<file path="config.mk">
export PLATFORM = sky130hd
export DESIGN_NAME = mdr_unit
export DESIGN_NICKNAME = d
export VERILOG_FILES = /design/src/rtl/cpu_pkg.sv /design/src/rtl/mdr_mux.sv /design/src/rtl/register.sv /design/src/rtl/mdr_unit.sv
export SDC_FILE = /design/constraint.sdc
export NUM_CORES = 1
export LEC_CHECK = 0
export CAP_MARGIN = 40
export CORE_ASPECT_RATIO = 0.8
export CORE_MARGIN = 5
export CORE_UTILIZATION = 36
export CTS_CLUSTER_DIAMETER = 200
export DETAILED_ROUTE_END_ITERATION = 12
export PLACE_DENSITY = 0.86
export SLEW_MARGIN = 0
export SYNTH_ARGS = -nofsm -noshare
export SYNTH_HDL_FRONTEND = slang
export SYNTH_HIERARCHICAL = 1
export SYNTH_SLANG_ARGS = --single-unit
</file>
<file path="constraint.sdc">
create_clock -name clk -period 1.55 [get_ports clk]
set_input_delay 0.2325 -clock clk [delete_from_list [all_inputs] [get_ports clk]]
set_output_delay 0.2325 -clock clk [all_outputs]
set_load 0.01 [all_outputs]
</file>
<file path="src/rtl/cpu_pkg.sv">
// cpu_pkg: datapath-wide word width and word type shared by all registers
package cpu_pkg;
  localparam int DATA_WIDTH = 32;
  typedef logic [DATA_WIDTH-1:0] word_t;
endpackage

</file>
<file path="src/rtl/mdr_mux.sv">
// mdr_mux: selects memory data during reads, otherwise the CPU bus
module mdr_mux
  import cpu_pkg::*;
#(
  parameter int WIDTH = DATA_WIDTH
) (
  input  logic             read,
  input  logic [WIDTH-1:0] bus_out,
  input  logic [WIDTH-1:0] mdata_in,
  output logic [WIDTH-1:0] mux_out
);
  assign mux_out = read ? mdata_in : bus_out;
endmodule

</file>
<file path="src/rtl/register.sv">
// register: generic load-enabled register with synchronous clear
module register
  import cpu_pkg::*;
#(
  parameter int               WIDTH       = DATA_WIDTH,
  parameter logic [WIDTH-1:0] RESET_VALUE = '0
) (
  input  logic             clk,
  input  logic             clr,
  input  logic             enable,
  input  logic [WIDTH-1:0] d,
  output logic [WIDTH-1:0] q
);
  // clear wins over load; otherwise hold
  always_ff @(posedge clk)
    if (clr) q <= RESET_VALUE;
    else if (enable) q <= d;
endmodule

</file>
<file path="src/rtl/mdr_unit.sv">
// mdr_unit: memory data register fed by a memory/bus source select
module mdr_unit
  import cpu_pkg::*;
#(
  parameter int               WIDTH       = DATA_WIDTH,
  parameter logic [WIDTH-1:0] RESET_VALUE = '0
) (
  input  logic             clk,
  input  logic             clr,
  input  logic             enable,
  input  logic             read,
  input  logic [WIDTH-1:0] bus_out,
  input  logic [WIDTH-1:0] mdata_in,
  output logic [WIDTH-1:0] mux_out,
  output logic [WIDTH-1:0] mdr_out
);
  mdr_mux #(.WIDTH(WIDTH)) u_mux (
    .read(read),
    .bus_out(bus_out),
    .mdata_in(mdata_in),
    .mux_out(mux_out)
  );
  register #(.WIDTH(WIDTH), .RESET_VALUE(RESET_VALUE)) u_reg (
    .clk(clk),
    .clr(clr),
    .enable(enable),
    .d(mux_out),
    .q(mdr_out)
  );
endmodule

</file>
==> results.json <==
{
  "fmax_mhz": 669,
  "cts_buffers": 5,
  "regMostFlops": "u_reg/q",
  "synth.distinct_cells": 8,
  "largest_reg_flops": 32,
  "cp-end-kind": "output pin",
  "grt_pass1_vias": 1666,
  "fin_crit_sh_pct": 96.4,
  "overflow": 0,
  "finClkSkew_ps": 0,
  "yosysWarnings": 6,
  "hold_violations": 0,
  "crit_slowest_cell": "mux2_4",
  "place.gp.congestion": 0.699,
  "relSlewSlack_pct": 75.9,
  "top_regs": "u_reg/q: 32 flops",
  "top_layer": "met4",
  "synth.largest_area_cell": "dfxtp_1",
  "rows": 22,
  "gr-usage-all-layers_pct": 16.2,
  "p_per_area_mw_per_mm2": 723,
  "cp_max_fo": 16,
  "viasPerCell": 4.52,
  "outcome": "finished, final reports clean",
  "die_w_um": 87.0,
  "drv_cap": 0,
  "synth_area_leaders": "dfxtp_1 38%, mux2_4 26%, mux2i_1 19%, buf_12 7.0%, nor2_1 7.0%",
  "wl_met2_um": 2540,
  "finalNonFillerCells": 353,
  "synth_top_area_share_pct": 37.5,
  "crit_type": "in2out",
  "maxSlewViolCount": 0,
  "diodes": 0,
  "rsz0062_at_grt": "no",
  "final_cell_mix": "97 x clkdlybuf4s50_1, 32 x dlygate4sd2_1, 32 x mux2i_1, 32 x nor2_1, 32 x dfxtp_1",
  "drive_gt1_share_pct": 23.2,
  "synth_nets": 207,
  "antenna_left": 0,
  "syn_to_final_growth_pct": 88.4,
  "crit_top_cell": "buf_4",
  "synth.avg_cell_area_sq_um": 12.3,
  "drc_errors": 0,
  "firstDrtPassIters": 4,
  "irDropWorstVdd_mv": 0.496,
  "netlist_instances": 139,
  "die_h_um": 71.6,
  "critPathLaunchType": "primary input",
  "critPathArrivalTime_ps": 1260,
  "final_nets": 360,
  "cpPeakStageDelay_ps": 290,
  "clk_path_buf_depth": 2,
  "fin_util_pct": 70.0,
  "hp-class": "in2reg",
  "drt-initial-drc-count": 39,
  "num_vias": 1595,
  "dpl.cell_count": 340,
  "setup_viol": 0,
  "clock_latency_ps": 270,
  "holdWs_ps": 448,
  "numPortBuffers": 131,
  "seq_area_frac_synth_pct": 37.5,
  "grt_antenna_before_repair": 0,
  "power_mw": 2.33,
  "post-dp-hpwl_um": 4150,
  "cts.sinks": 32,
  "min_period_ps": 1490,
  "initial_utilization_pct": 37.2,
  "grt_pass1_wl_um": 7890,
  "routed-wl-met3_um": 602,
  "netlist_area_sq_mm": 0.00171,
  "worstMarginPinSlew_ps": 361,
  "cts_tree": "done",
  "postCtsHoldBufs": 0,
  "cts-htree-levels": 2,
  "die_area_sq_mm": 0.00623,
  "cp.required_ps": 1320,
  "grt_max_degree": 33,
  "r2r_slack_ps": 930,
  "ys_ff_latch": 32,
  "clk_pin_slew_worst_paths_ps": 60,
  "io_pins": 132,
  "p_leak_nw": 1.50,
  "core_sq_mm": 0.00460,
  "cp_cell_sequence": "buf_4 > buf_12 > buf_4 > mux2_4 > dlygate4sd2_1",
  "wl_per_cell_um": 14.7,
  "final_common_cell": "clkdlybuf4s50_1",
  "root_buffer": "clkbuf_8",
  "totalWireLength_um": 5170,
  "wl_met1_um": 1950
}
[report_power, final]
group	total, mW	leakage, nW	internal (mW)	switching [mW]
clock	0.643	0.0510	0.353	0.289
combinational	0.778	1.19	0.506	0.272
sequential	0.907	0.264	0.880	0.0269
[layer usage]
layer / vias up / track usage, %
met5: - / 0
met4: 0 / 5.71
met3: 10 / 6.44
met2: 78 / 30.2
met1: 725 / 16.3
li1: 782 / -
[worst max-delay path: cells and delay by family]
kind	cells	cell delay [ps]
buf+inv	4	720
mux	1	290
[cell type report]
cell class	count	area, sq um
flip-flops and latches	32	641
well taps	60	75.1
fillers	358	1380
repair buffers	157	1500
clock inverters	2	10.0
multi-input cells	96	913
clock buffers	6	82.6
[synth_stat cells, drive strengths merged]
master / number
mux2: 32
mux2i: 32
buf: 8
clkbuf: 3
dfxtp: 32
nor2: 32
[timing repair]
item / CTS / global route
endpoints found under the setup margin: 32 / 0
buffers inserted: 5 / 0
gates resized for setup: 33 / 0
[cell families after synthesis]
family	Yosys count	synth area share [%]
flip-flops	32	37.5
buffers and inverters	11	9.01
multiplexers	64	46.4
AND/OR/NAND/NOR	32	7.03
[per-stage QoR]
step                setup TNS [ps]  instance area [sq um]  setup WS (ps)
CTS                              0                   3220           49.7
finish                           0                   3220           55.2
global placement             -2700                   3130          -96.2
floorplan                        0                   1710            446
detailed placement           -2850                   3130           -104
global route                     0                   3220           33.9
[worst paths after layout]
kind,startpoint,endpoint,depth (start not counted)
worst min register to register,u_reg/q[4],u_reg/q[4],2
worst max register to register,u_reg/q[18],u_reg/q[18],2
worst max-delay path,read,mux_out[21],5
worst min-delay path,read,u_reg/q[31],4
Note: power is estimated with default switching activity, not from simulation.
